`src/rtl/ee201_debounce_pkg.sv`:
```
// Shared definitions for the tick-based push-button debouncer.
// Contents: FSM state encoding and parameter range-check helpers.
package ee201_debounce_pkg;

    localparam int unsigned STATE_WIDTH = 3;

    // Fixed encodings keep the state visible in lab waveforms.
    typedef enum logic [STATE_WIDTH-1:0] {
        INI     = 3'b000,
        WQ      = 3'b001,
        SCEN_ST = 3'b010,
        HELD    = 3'b011,
        MCEN_ST = 3'b100,
        CCR     = 3'b101
    } state_t;

    // Counter width must be representable and leave room for the shift below.
    function automatic bit width_in_range(input int unsigned cnt_width);
        return (cnt_width >= 1) && (cnt_width <= 31);
    endfunction

    // A tick count is legal in 1..2^cnt_width so its terminal value fits in cnt.
    function automatic bit ticks_in_range(input int unsigned ticks,
                                          input int unsigned cnt_width);
        return (ticks >= 1) && (64'(ticks) <= (64'd1 << cnt_width));
    endfunction

endpackage

```
`src/rtl/ee201_sync2.sv`:
```
// Two-flop synchronizer for the asynchronous button input.
// Ports: clk (clock), reset (sync, active-high), d (async in), q (synchronized out).
module ee201_sync2 (
    input  logic clk,
    input  logic reset,
    input  logic d,
    output logic q
);

    logic meta;

    // Both stages clear on reset so a held button is re-debounced afterwards.
    always_ff @(posedge clk) begin
        if (reset) begin
            meta <= 1'b0;
            q    <= 1'b0;
        end else begin
            meta <= d;
            q    <= meta;
        end
    end

endmodule

```
`src/rtl/ee201_tick_debouncer.sv`:
```
// Push-button debouncer and single/multi-pulser paced by a sample Tick.
// Ports: Clk, Reset (sync, active-high), Tick (sample strobe), PB (raw button),
//        DPB (debounced level), SCEN (one pulse per press),
//        MCEN (pulse at press, then every REPEAT_TICKS Ticks while held).
module ee201_tick_debouncer
    import ee201_debounce_pkg::*;
#(
    parameter int unsigned STABLE_TICKS = 4,
    parameter int unsigned REPEAT_TICKS = 8,
    parameter int unsigned CNT_WIDTH    = 8
) (
    input  logic Clk,
    input  logic Reset,
    input  logic Tick,
    input  logic PB,
    output logic DPB,
    output logic SCEN,
    output logic MCEN
);

    // Elaboration-time guards on the parameter ranges.
    if (!width_in_range(CNT_WIDTH)) begin : g_bad_width
        $error("CNT_WIDTH out of range");
    end
    if (!ticks_in_range(STABLE_TICKS, CNT_WIDTH)) begin : g_bad_stable
        $error("STABLE_TICKS out of range for CNT_WIDTH");
    end
    if (!ticks_in_range(REPEAT_TICKS, CNT_WIDTH)) begin : g_bad_repeat
        $error("REPEAT_TICKS out of range for CNT_WIDTH");
    end

    localparam logic [CNT_WIDTH-1:0] STABLE_LAST = CNT_WIDTH'(STABLE_TICKS - 1);
    localparam logic [CNT_WIDTH-1:0] REPEAT_LAST = CNT_WIDTH'(REPEAT_TICKS - 1);
    localparam logic [CNT_WIDTH-1:0] CNT_ONE     = CNT_WIDTH'(1);

    logic                 pb_s;
    state_t               state_q, state_d;
    logic [CNT_WIDTH-1:0] cnt_q, cnt_d;
    logic                 dpb_d, scen_d, mcen_d;

    ee201_sync2 u_sync (
        .clk   (Clk),
        .reset (Reset),
        .d     (PB),
        .q     (pb_s)
    );

    // State, counter and outputs; outputs are registered from the next-state decode
    // so they equal a Moore decode of the state register.
    always_ff @(posedge Clk) begin
        if (Reset) begin
            state_q <= INI;
            cnt_q   <= '0;
            DPB     <= 1'b0;
            SCEN    <= 1'b0;
            MCEN    <= 1'b0;
        end else begin
            state_q <= state_d;
            cnt_q   <= cnt_d;
            DPB     <= dpb_d;
            SCEN    <= scen_d;
            MCEN    <= mcen_d;
        end
    end

    // Next state and counter; the pb_s branch always wins over a same-cycle Tick.
    always_comb begin
        state_d = state_q;
        cnt_d   = cnt_q;
        case (state_q)
            INI: begin
                cnt_d = '0;
                if (pb_s) state_d = WQ;
            end
            WQ: begin
                if (!pb_s) begin
                    state_d = INI;
                    cnt_d   = '0;
                end else if (Tick) begin
                    if (cnt_q == STABLE_LAST) begin
                        state_d = SCEN_ST;
                        cnt_d   = '0;
                    end else begin
                        cnt_d = cnt_q + CNT_ONE;
                    end
                end
            end
            SCEN_ST: begin
                state_d = HELD;
                cnt_d   = '0;
            end
            HELD: begin
                if (!pb_s) begin
                    state_d = CCR;
                    cnt_d   = '0;
                end else if (Tick) begin
                    if (cnt_q == REPEAT_LAST) begin
                        state_d = MCEN_ST;
                        cnt_d   = '0;
                    end else begin
                        cnt_d = cnt_q + CNT_ONE;
                    end
                end
            end
            MCEN_ST: begin
                state_d = HELD;
                cnt_d   = '0;
            end
            CCR: begin
                // A short return to 1 here is a release glitch, not a new press.
                if (pb_s) begin
                    state_d = HELD;
                    cnt_d   = '0;
                end else if (Tick) begin
                    if (cnt_q == STABLE_LAST) begin
                        state_d = INI;
                        cnt_d   = '0;
                    end else begin
                        cnt_d = cnt_q + CNT_ONE;
                    end
                end
            end
            default: begin
                state_d = INI;
                cnt_d   = '0;
            end
        endcase

        dpb_d  = (state_d == SCEN_ST) || (state_d == HELD) ||
                 (state_d == MCEN_ST) || (state_d == CCR);
        scen_d = (state_d == SCEN_ST);
        mcen_d = (state_d == SCEN_ST) || (state_d == MCEN_ST);
    end

endmodule

```
`config.mk`:
```
export PLATFORM = sky130hd
export DESIGN_NAME = ee201_tick_debouncer
export DESIGN_NICKNAME = d
export VERILOG_FILES = /design/src/rtl/ee201_debounce_pkg.sv /design/src/rtl/ee201_sync2.sv /design/src/rtl/ee201_tick_debouncer.sv
export SDC_FILE = /design/constraint.sdc
export NUM_CORES = 1
export LEC_CHECK = 0
export BUFFER_PORTS_ARGS = -buffer_cell sky130_fd_sc_hd__buf_2
export CORE_MARGIN = 5
export CORE_UTILIZATION = 40
export CTS_CLUSTER_SIZE = 40
export DETAILED_ROUTE_END_ITERATION = 8
export SYNTH_ARGS = -nofsm -noshare
export SYNTH_HDL_FRONTEND = slang
export SYNTH_SLANG_ARGS = --single-unit
```
`constraint.sdc`:
```
create_clock -name Clk -period 2.4 [get_ports Clk]
set_clock_uncertainty 0.2 [all_clocks]
set_input_delay 0.12 -clock Clk [delete_from_list [all_inputs] [get_ports Clk]]
set_output_delay 0.12 -clock Clk [all_outputs]
set_load 0.03 [all_outputs]
```
After elaboration in Yosys (flattened, before gate mapping)
Index checks and enable logic that the tools add are counted.
{ "word_totals": {"output_inout_bits": 3, "inputBits": 4, "elab_cells": 45, "reg_bits": 16} }
{ "op_classes": {"add_sub_neg": 1, "reduce_logical": 6, "muxes": 19, "eq_ne": 12} }
{ "ops": {"columns": ["operator", "n"], "rows": [
  ["$mux 8", 7],
  ["$mux 3", 10],
  ["$pmux 8 s3", 1],
  ["$pmux 3 s5", 1],
  ["$eq 3x2->1 const B", 4],
  ["$eq 3x3->1 const B", 4],
  ["$add 8x1->8 const B", 1],
  ["$eq 8x2->1 const B", 1],
  ["$eq 8x3->1 const B", 1],
  ["$logic_or 1x1->1", 4],
  ["$eq 3x1->1 const B", 1],
  ["$logic_not 3->1", 1],
  ["$ne 3x3->1 const B", 1],
  ["$reduce_or 2->1", 1]
]} }

Logic depth before layout (Yosys ltp)
Gate-level depths: netlist of the first run.
{ "logic_depth": {"word_depth": 9, "depth_mapped": 7, "depth_no_buf": 6} }

By module
Synthesis of the first run repeated with hierarchy kept, for this count alone.
{ "hier_totals": {"cells_unflattened": 139, "hier_area_um2": 1106.1} }
{ "modules_own_cells": {"columns": ["mod", "n_inst", "area_each_um2", "cells_per_inst", "seq_area_each_um2"], "rows": [
  ["ee201_tick_debouncer", 1, 1053.5, 135, 280.3],
  ["ee201_sync2", 1, 52.6, 4, 40.0]
]} }

Worst setup path before layout of the first run
Ideal clock, no wire load.
{ "synth_timing": {"kind": "flip-flop to flip-flop", "startpoint": "register cnt_q[0]", "endpoint": "register cnt_q[0]", "slack_ns": 0.158, "stages_incl_launch_ff": 8, "arrival_time_ns": 1.972, "setup_ns": 0.071, "n_path_buf": 1, "required_time_ns": 2.129, "synth_period_minus_slack_ns": 2.242, "path_cell_list": "dfxtp_1 ha_1 nor4b_1 and3_1 buf_6 o32a_4 or4_1 a21oi_1"} }
{ "synth_via": {"elab_chain_len": 5, "word_cells_on_any_way": 11, "classes_between": "add/sub (1); eq/ne (2); mux (8)"} }
{ "synth_lines": {"columns": ["item", "line_no", "source"], "rows": [
  ["start: declaration", "ee201_tick_debouncer.sv:38", "logic [CNT_WIDTH-1:0] cnt_q, cnt_d;"],
  ["start signal: assignment", "ee201_tick_debouncer.sv:59", "cnt_q <= cnt_d;"],
  ["$add 8x1->8 (tied with other cells)", "ee201_tick_debouncer.sv:84, ee201_tick_debouncer.sv:101, ee201_tick_debouncer.sv:119", null],
  ["$mux 8 (on tied branches)", "ee201_tick_debouncer.sv:80, ee201_tick_debouncer.sv:115, ee201_tick_debouncer.sv:97", null],
  ["$mux 8 (on tied branches)", "ee201_tick_debouncer.sv:79, ee201_tick_debouncer.sv:96", null],
  ["$mux 8 (on tied branches)", "ee201_tick_debouncer.sv:111, ee201_tick_debouncer.sv:76, ee201_tick_debouncer.sv:93", null],
  ["$pmux 8 s3 *", "ee201_tick_debouncer.sv:70", "case (state_q)"]
]} }
Every way passes the cells marked *; elsewhere a longest branch is shown, timed or not. The select of a mux whose other input is x is not followed.
A chain may end at the register's enable or synchronous reset.

Final worst setup path of the first run
Same ends and word-level chain as after synthesis.

==> impl_metrics.tcl, run 1 <==
set metrics [dict create \
    place_congestion 0.843 \
    arrival_ns 2.36 \
    antenna_cells 0 \
    grt_pass1_wl_um 3840 \
    yosys_warnings 0 \
    yosysTopAreaCell "dfxtp_1" \
    synth.distinct_cells 38 \
    vias 994 \
    hold_path.class "in -> reg" \
    vias_per_cell 6.10 \
    status "completed" \
    first_pass_iters 4 \
    cts_setup_buffers 0 \
    fillers 243 \
    worstPathMaxFanout 6 \
    cts_sinks 16 \
    hp-start "Tick" \
    synthCells 125 \
    placeableCoreArea_um2 2250 \
    p_leak_nw 0.413 \
    slew_violations 0 \
    tightest_slew_ns 0.455 \
    finalNonFillerCells 163 \
    dieArea_um2 3480 \
    synth_common_cells "dfxtp_1, o21ai_0, nor2_1" \
    grt_pass1_vias 838 \
    hold_viol 0 \
    clk_pin_slew_ns 0.10 \
    rsz0062_at_grt "false" \
    globalRouteOverflowTotal 0 \
    root_buffer "clkbuf_4" \
    period_share_pct 97.1 \
    num_io_pins 7 \
    dp_hpwl_um 1710 \
    die_x_um 59.0 \
    worst-endpoint-required_ns 2.42 \
    synth_area_per_cell_um2 7.69 \
    port_buffers 6 \
    synth_edf_count 0 \
    ir_drop_uv 391 \
    powerDensity_nw_per_um2 441 \
    avgRoutedWirePerCell_um 14.4 \
    nNetsFinal 141 \
    routed_wl_um 2350 \
    criticalPathCategory "reg -> reg" \
    synth-seq-area-share_pct 33.3 \
    ys.flop_type "dfxtp_1" \
    max_freq_mhz 429 \
    ys_ff_latch 16 \
    htree_levels 1 \
    min_period_ns 2.33 \
    cts_tree "yes" \
    clk_latency_ns 0.29 \
    fin_setup_tns_ns 0 \
    syn_to_final_growth_pct 13.9 \
    drv_cap 0 \
    synthTopCellsByArea "dfxtp_1, o21ai_0, nor2_1" \
    numCtsBuffers 3 \
    grt_max_degree 15 \
    drtIter0Drc 52 \
    final_antenna_net_count 0 \
    netlist_area_um2 961 \
    std_cell_rows 17 \
    critPathCaptureType "flip-flop" \
    placed_cells 156 \
    ctsLongestPathBuffers 2 \
    antenna_found_initial 0 \
    drc 0 \
    gr-usage-all-layers_pct 14.3 \
    timing.rr.start "cnt_q[0]" \
    die_h_um 59.0 \
    synthArstFlopShare_pct 0 \
    slew_headroom_pct 69.6 \
    cp-startpoint "cnt_q[0]" \
    postSynthNetCount 130 \
    yosysTopAreaCellShare_pct 33.3 \
    initial_core_util_pct 42.6 \
    finalSetupViolCount 0 \
    drive_gt1_share_pct 17.0 \
    start_kind "flip-flop" \
]
## per-stage QoR
stage | hold WS, ns | cell area (um2) | power (mW) | worst slack (ns) | utilization (%)
3_3_place_gp | 0.137 | 1020 | 0.302 | 0.131 | 45.4
4_1_cts | 0.0600 | 1090 | 0.483 | 0.0329 | 48.4
3_5_place_dp | 0.137 | 1020 | 0.302 | 0.0567 | 45.4
6_report | 0.0845 | 1090 | 0.482 | 0.0697 | 48.6
2_1_floorplan | 0.0482 | 961 | 0.295 | 0.158 | -
5_1_grt | 0.134 | 1090 | 0.501 | 0.000430 | 48.6
## cells by family (layout without fill, tap and decap cells)
group           Yosys count  after routing  share of synthesized area, %
simple gates             60             60                          34.5
compound gates           37             37                          25.1
flops                    16             16                          33.3
buf+inv                  10             20                          4.82
fa+ha+maj                 1              1                          1.30
xor+xnor                  1              1                         0.912
## final cells by class
class	instances	area, um2	share of cell area, %
clock buffer	4	36.3	3.31
inverter	2	7.51	0.686
multi-input combinational	99	598	54.6
sequential	16	320	29.3
tap	28	35.0	3.20
timing repair buffer	14	97.6	8.91
## cells in the final DEF, fill, tap and decap left out, types with 2 or more instances in the layout
cell type | Yosys | layout
nand2b_1 | 2 | 2
dfxtp_1 | 16 | 16
nor2_1 | 13 | 13
a31oi_1 | 3 | 3
clkbuf_4 | 0 | 3
buf_2 | 1 | 6
dlygate4sd3_1 | 0 | 3
nor4b_1 | 2 | 2
a21oi_1 | 6 | 6
and3_2 | 1 | 2
buf_4 | 0 | 5
nand3_1 | 4 | 4
nand4_1 | 3 | 3
o21ai_0 | 16 | 16
and2_1 | 3 | 3
a311oi_1 | 2 | 2
nand2_1 | 12 | 12
nor2b_1 | 7 | 7
nand4b_1 | 2 | 2
nor3_1 | 2 | 2
inv_1 | 2 | 2
o22ai_1 | 3 | 3
## flip-flops by register name, indices dropped and copies added, names as in the netlist
register / flops
cnt_q: 8
state_q: 3
DPB: 1
MCEN: 1
SCEN: 1
u_sync.meta: 1
u_sync.q: 1
## where the power goes
group	total, mW	switching (mW)	internal [mW]
combinational	0.0303	0.0167	0.0137
sequential	0.270	0.00234	0.267
clock	0.182	0.0899	0.0924
## what timing repair did
action | in CTS | in global routing
hold buffers | 3 | 0
hold endpoints to repair | 7 | 0
gates resized for setup | 0 | 2
setup endpoints to repair | 0 | 4
## metal layers
metal  vias up  GRT usage (%)  wire length [um]
met5         -              0                 0
met4         0           3.88                29
met3         5           3.05               194
met2        56           21.8              1080
met1       450           20.2              1050
li1        483              -                 -
## worst max-delay path, stage by stage, from the launching register on
cell     delay (ns)
dfxtp_1        0.37
ha_2           0.23
nor4b_1        0.14
and3_2         0.27
o32a_4         0.40
or4_1          0.51
a21oi_1        0.14
## worst paths after layout
path	slack, ns	end	cells past startpoint
max	0.07	cnt_q[0]	6
min	0.08	cnt_q[2]	4
max reg2reg	0.07	cnt_q[0]	6
min reg2reg	0.25	u_sync.q	1
Power figures use the tool's default switching activity.
==> run 2, diff against run 1 <==
--- a/config.mk
+++ b/config.mk
@@ -8,6 +8,7 @@
 export BUFFER_PORTS_ARGS = -buffer_cell sky130_fd_sc_hd__buf_2
 export CORE_MARGIN = 5
 export CORE_UTILIZATION = 40
+export CTS_BUF_LIST = sky130_fd_sc_hd__clkbuf_2
 export CTS_CLUSTER_SIZE = 40
 export DETAILED_ROUTE_END_ITERATION = 8
 export SYNTH_ARGS = -nofsm -noshare
==> run 2 against run 1 <==
Effect of this change:
- critical path depth decreased by 1
- non-clock buffer count is 1 higher
- sequential cell count stayed put
- largest power group unchanged
- hold slack worse by 0.014 ns
- core utilization fell by 0.22 points
- cell area is 0.46% lower
- sequential power is essentially flat
- final cell count up 0.61%
- routed wire length is 2.0% higher
- power down 12%
- global-route usage hardly changed
==> impl_metrics.tcl, run 2 (synthesis results as in run 1) <==
set metrics [dict create \
    status "completed" \
    vias 998 \
    first_pass_iters 4 \
    clk_pin_slew_ns 0.16 \
    hold_slack_ns 0.0708 \
    worst-endpoint-required_ns 2.44 \
    critPathMaxStageDelay_ns 0.52 \
    placeableCoreArea_um2 2250 \
    antenna_found_initial 0 \
    root_buffer "clkbuf_2" \
    vias_per_cell 6.09 \
    powerDensity_nw_per_um2 391 \
    critPathSlowestCell "dfxtp_1" \
    critPathCaptureType "flip-flop" \
    worstPathMaxFanout 9 \
    grt_pass1_wl_um 3860 \
    hold_viol 0 \
    largest-register "cnt_q" \
    rsz0062_at_grt "false" \
    routed_wl_um 2400 \
    num_io_pins 7 \
    tightest_slew_ns 0.464 \
    pre_cts_ws_ns 0.0567 \
    std_cell_rows 17 \
    drtIter0Drc 45 \
    largestRegisters "cnt_q: 8 flops, state_q: 3 flops" \
    cts_tree "yes" \
    initial_core_util_pct 42.6 \
    antenna_cells 0 \
    grt_max_degree 15 \
    hold_path.class "in -> reg" \
    arrival_ns 2.32 \
    final_antenna_net_count 0 \
    max_freq_mhz 438 \
    nNetsFinal 142 \
    fillers 244 \
    period_share_pct 95.1 \
    crit_family "simple AND/OR/NAND/NOR gates" \
    clk_latency_ns 0.30 \
    cts_sinks 16 \
    avgRoutedWirePerCell_um 14.6 \
    ctsLongestPathBuffers 2 \
    final_common_cell "o21ai_0" \
    crit_chain "nor2b_1, nor2_1, o32a_4, or4_1, a21oi_1" \
    fin_setup_tns_ns 0 \
    criticalPathCategory "reg -> reg" \
    p_leak_nw 0.413 \
    drive_gt1_share_pct 18.4 \
    globalRouteOverflowTotal 0 \
    start_kind "flip-flop" \
    cp_num_buf_inv 0 \
    slew_headroom_pct 68.7 \
    slew_violations 0 \
    ir_drop_uv 286 \
    final_cell_mix "o21ai_0, dfxtp_1, nor2_1" \
    die_x_um 59.0 \
    place_congestion 0.843 \
    grt_pass1_vias 845 \
    port_buffers 6 \
    drc 0 \
    drv_cap 0 \
    min_period_ns 2.28 \
    dieArea_um2 3480 \
    fin_ws_ns 0.119 \
    die_h_um 59.0 \
    syn_to_final_growth_pct 13.4 \
    largest_register_ff_count 8 \
    numCtsBuffers 3 \
    gr-usage-all-layers_pct 14.3 \
    htree_levels 1 \
    finalSetupViolCount 0 \
    dp_hpwl_um 1710 \
]
-- run 2: cell types whose count changed in the layout (fill, tap and decap cells not counted) --
cell,before,now
buf_4,5,6
clkinv_1,0,1
clkbuf_2,0,3
dfxtp_2,0,1
clkbuf_4,3,0
clkbuf_8,1,0
dfxtp_1,16,14
dfxtp_4,0,1
-- run 2: cell type report --
cell class	count	area [um2]	area share [%]
clock buffers	3	15.0	1.38
clock inverters	1	3.75	0.344
inverters	2	7.51	0.689
multi-input cells	99	598	54.9
flip-flops and latches	16	325	29.9
well taps	28	35.0	3.21
repair buffers	15	105	9.64
-- run 2: final timing paths --
check             depth (start not counted)  endpoint   startpoint  slack (ns)
setup / recovery                          5  cnt_q[0]     u_sync.q        0.12
hold reg to reg                           1  u_sync.q  u_sync.meta        0.26
setup reg to reg                          5  cnt_q[0]     u_sync.q        0.12
hold / removal                            4  cnt_q[2]         Tick        0.07
-- run 2: per-layer routing --
layer	wire [um]	GRT usage (%)	vias up
met5	0	0	-
met4	30	3.88	0
met3	213	3.05	4
met2	1090	21.9	52
met1	1070	20.2	459
li1	-	-	483
-- run 2: worst min-delay path, delay by kind of cell --
family,cells,cell delay [ns]
buf+inv,1,0.17
compound gates,2,0.16
simple gates,1,0.10
-- run 2: power by group --
group / total (mW) / switching (mW) / internal, mW
combinational: 0.0305 / 0.0168 / 0.0137
sequential: 0.269 / 0.00235 / 0.267
clock: 0.126 / 0.0901 / 0.0362
-- run 2: what timing repair did --
item	CTS	global route
endpoints found under the hold margin	7	0
buffers inserted	0	1
gates resized for setup	0	5
endpoints found under the setup margin	0	5
hold buffers	3	0
-- run 2: per-stage QoR --
stage	instances	utilization, %	power, mW	instance area [um2]
final	164	48.3	0.426	1090
after global routing	164	48.3	0.443	1090
after CTS	163	47.6	0.426	1070
after detailed placement	156	45.4	0.302	1020
after global placement	156	45.4	0.302	1020
after floorplan	125	-	0.295	961
==> run 3, diff against run 2 <==
--- a/config.mk
+++ b/config.mk
@@ -6,6 +6,7 @@
 export NUM_CORES = 1
 export LEC_CHECK = 0
 export BUFFER_PORTS_ARGS = -buffer_cell sky130_fd_sc_hd__buf_2
+export CORE_ASPECT_RATIO = 0.8
 export CORE_MARGIN = 5
 export CORE_UTILIZATION = 40
 export CTS_BUF_LIST = sky130_fd_sc_hd__clkbuf_2
==> run 3 against run 2 <==
Effect of this change:
- final cell count decreased by 2.4%
- first-iteration DRC count increased by 71%
- largest cell class unchanged
- critical path depth increased by 1
- largest power group unchanged
- clock-buffer cell count unchanged
- sequential cell count unchanged
- die area increased by 0.17%
==> impl_metrics.tcl, run 3 (synthesis results as in run 1) <==
set metrics [dict create \
    dp_hpwl_um 1750 \
    final_cell_mix "o21ai_0, dfxtp_1, nor2_1" \
    fillers 225 \
    final_antenna_net_count 0 \
    die_x_um 64.8 \
    grt_pass1_wl_um 4050 \
    slew_violations 0 \
    placed_area_um2 1020 \
    std_cell_rows 15 \
    fin_setup_tns_ns 0 \
    routed_wl_um 2450 \
    worstPathMaxFanout 6 \
    num_io_pins 7 \
    antenna_cells 0 \
    vias_per_cell 6.12 \
    largest_register_ff_count 8 \
    hold_viol 0 \
    hold_path.class "in -> reg" \
    arrival_ns 2.40 \
    place_congestion 0.885 \
    gr-usage-all-layers_pct 15.0 \
    drtIter0Drc 77 \
    p_leak_nw 0.415 \
    root_buffer "clkbuf_2" \
    vias 979 \
    final_area_um2 1080 \
    numCtsBuffers 3 \
    initial_core_util_pct 43.0 \
    critPathCaptureType "flip-flop" \
    cts_tree "yes" \
    fin_ws_ns 0.0416 \
    clk_latency_ns 0.29 \
    pre_cts_ws_ns 0.0759 \
    tightest_slew_ns 0.475 \
    globalRouteOverflowTotal 0 \
    finalSetupViolCount 0 \
    port_buffers 6 \
    drc 0 \
    syn_to_final_growth_pct 12.8 \
    ir_drop_uv 216 \
    die_h_um 53.8 \
    nNetsFinal 142 \
    grt_pass1_vias 841 \
    clk_pin_slew_ns 0.15 \
    criticalPathCategory "reg -> reg" \
    slew_headroom_pct 68.1 \
    drv_cap 0 \
    drive_gt1_share_pct 18.5 \
    max_freq_mhz 424 \
    grt_max_degree 15 \
    largest-register "cnt_q" \
    placeableCoreArea_um2 2230 \
    worst-endpoint-required_ns 2.44 \
    htree_levels 1 \
    first_pass_iters 4 \
    p_total_mw 0.417 \
    start_kind "flip-flop" \
    status "completed" \
    ctsLongestPathBuffers 2 \
    final_common_cell "o21ai_0" \
    period_share_pct 98.3 \
    powerDensity_nw_per_um2 385 \
    dieArea_um2 3490 \
    cts_sinks 16 \
    antenna_found_initial 0 \
    largestRegisters "cnt_q: 8 flops, state_q: 3 flops" \
    avgRoutedWirePerCell_um 15.3 \
    min_period_ns 2.36 \
]
-- run 3: changes by cell type in the layout (fill, tap and decap cells not counted), sizes merged --
cell    change
clkinv      -1
-- run 3: worst paths after layout --
kind | start | to | slack [ns] | cells past startpoint
min reg2reg | u_sync.meta | u_sync.q | 0.26 | 1
min | Tick | cnt_q[2] | 0.08 | 4
max | cnt_q[0] | cnt_q[0] | 0.04 | 6
max reg2reg | cnt_q[0] | cnt_q[0] | 0.04 | 6
-- run 3: power by group --
part / internal [mW] / switching (mW) / total, mW
Sequential: 0.267 / 0.000631 / 0.267
Combinational: 0.0146 / 0.0192 / 0.0337
Clock: 0.0341 / 0.0821 / 0.116
-- run 3: per-layer routing --
metal | GRT usage, % | wire length, um
met5 | 0 | 0
met4 | 4.21 | 17
met3 | 3.97 | 260
met2 | 22.1 | 1060
met1 | 21.6 | 1110
-- run 3: through the flow --
step / hold WS (ns) / cells / util [%]
after detailed placement: 0.137 / 153 / 45.7
after floorplan: 0.0482 / 125 / -
after global routing: 0.120 / 160 / 48.5
after global placement: 0.139 / 153 / 45.7
after CTS: 0.0672 / 159 / 47.7
final: 0.0796 / 160 / 48.5
-- run 3: final cells by class --
type                    instances  area [um2]  area share [%]
multi-input cells              99         599            55.3
flip-flops and latches         16         325            30.0
repair buffers                 15         105            9.70
well taps                      25        31.3            2.89
clock buffers                   3        15.0            1.39
inverters                       2        7.51           0.693
-- run 3: repair_timing --
| action | in CTS | in global routing |
|---|---|---|
| endpoints found under the hold margin | 7 | 0 |
| gates resized for setup | 0 | 5 |
| endpoints found under the setup margin | 0 | 5 |
| hold buffers | 3 | 0 |
| buffers inserted | 0 | 1 |
-- run 3: worst max-delay path, cell delays in order, from the launching register on --
cell and delay [ns]:
dfxtp_4 0.39, ha_1 0.25, nor4b_1 0.17, and3_2 0.25, o32a_4 0.40, or4_1 0.52
a21oi_2 0.12
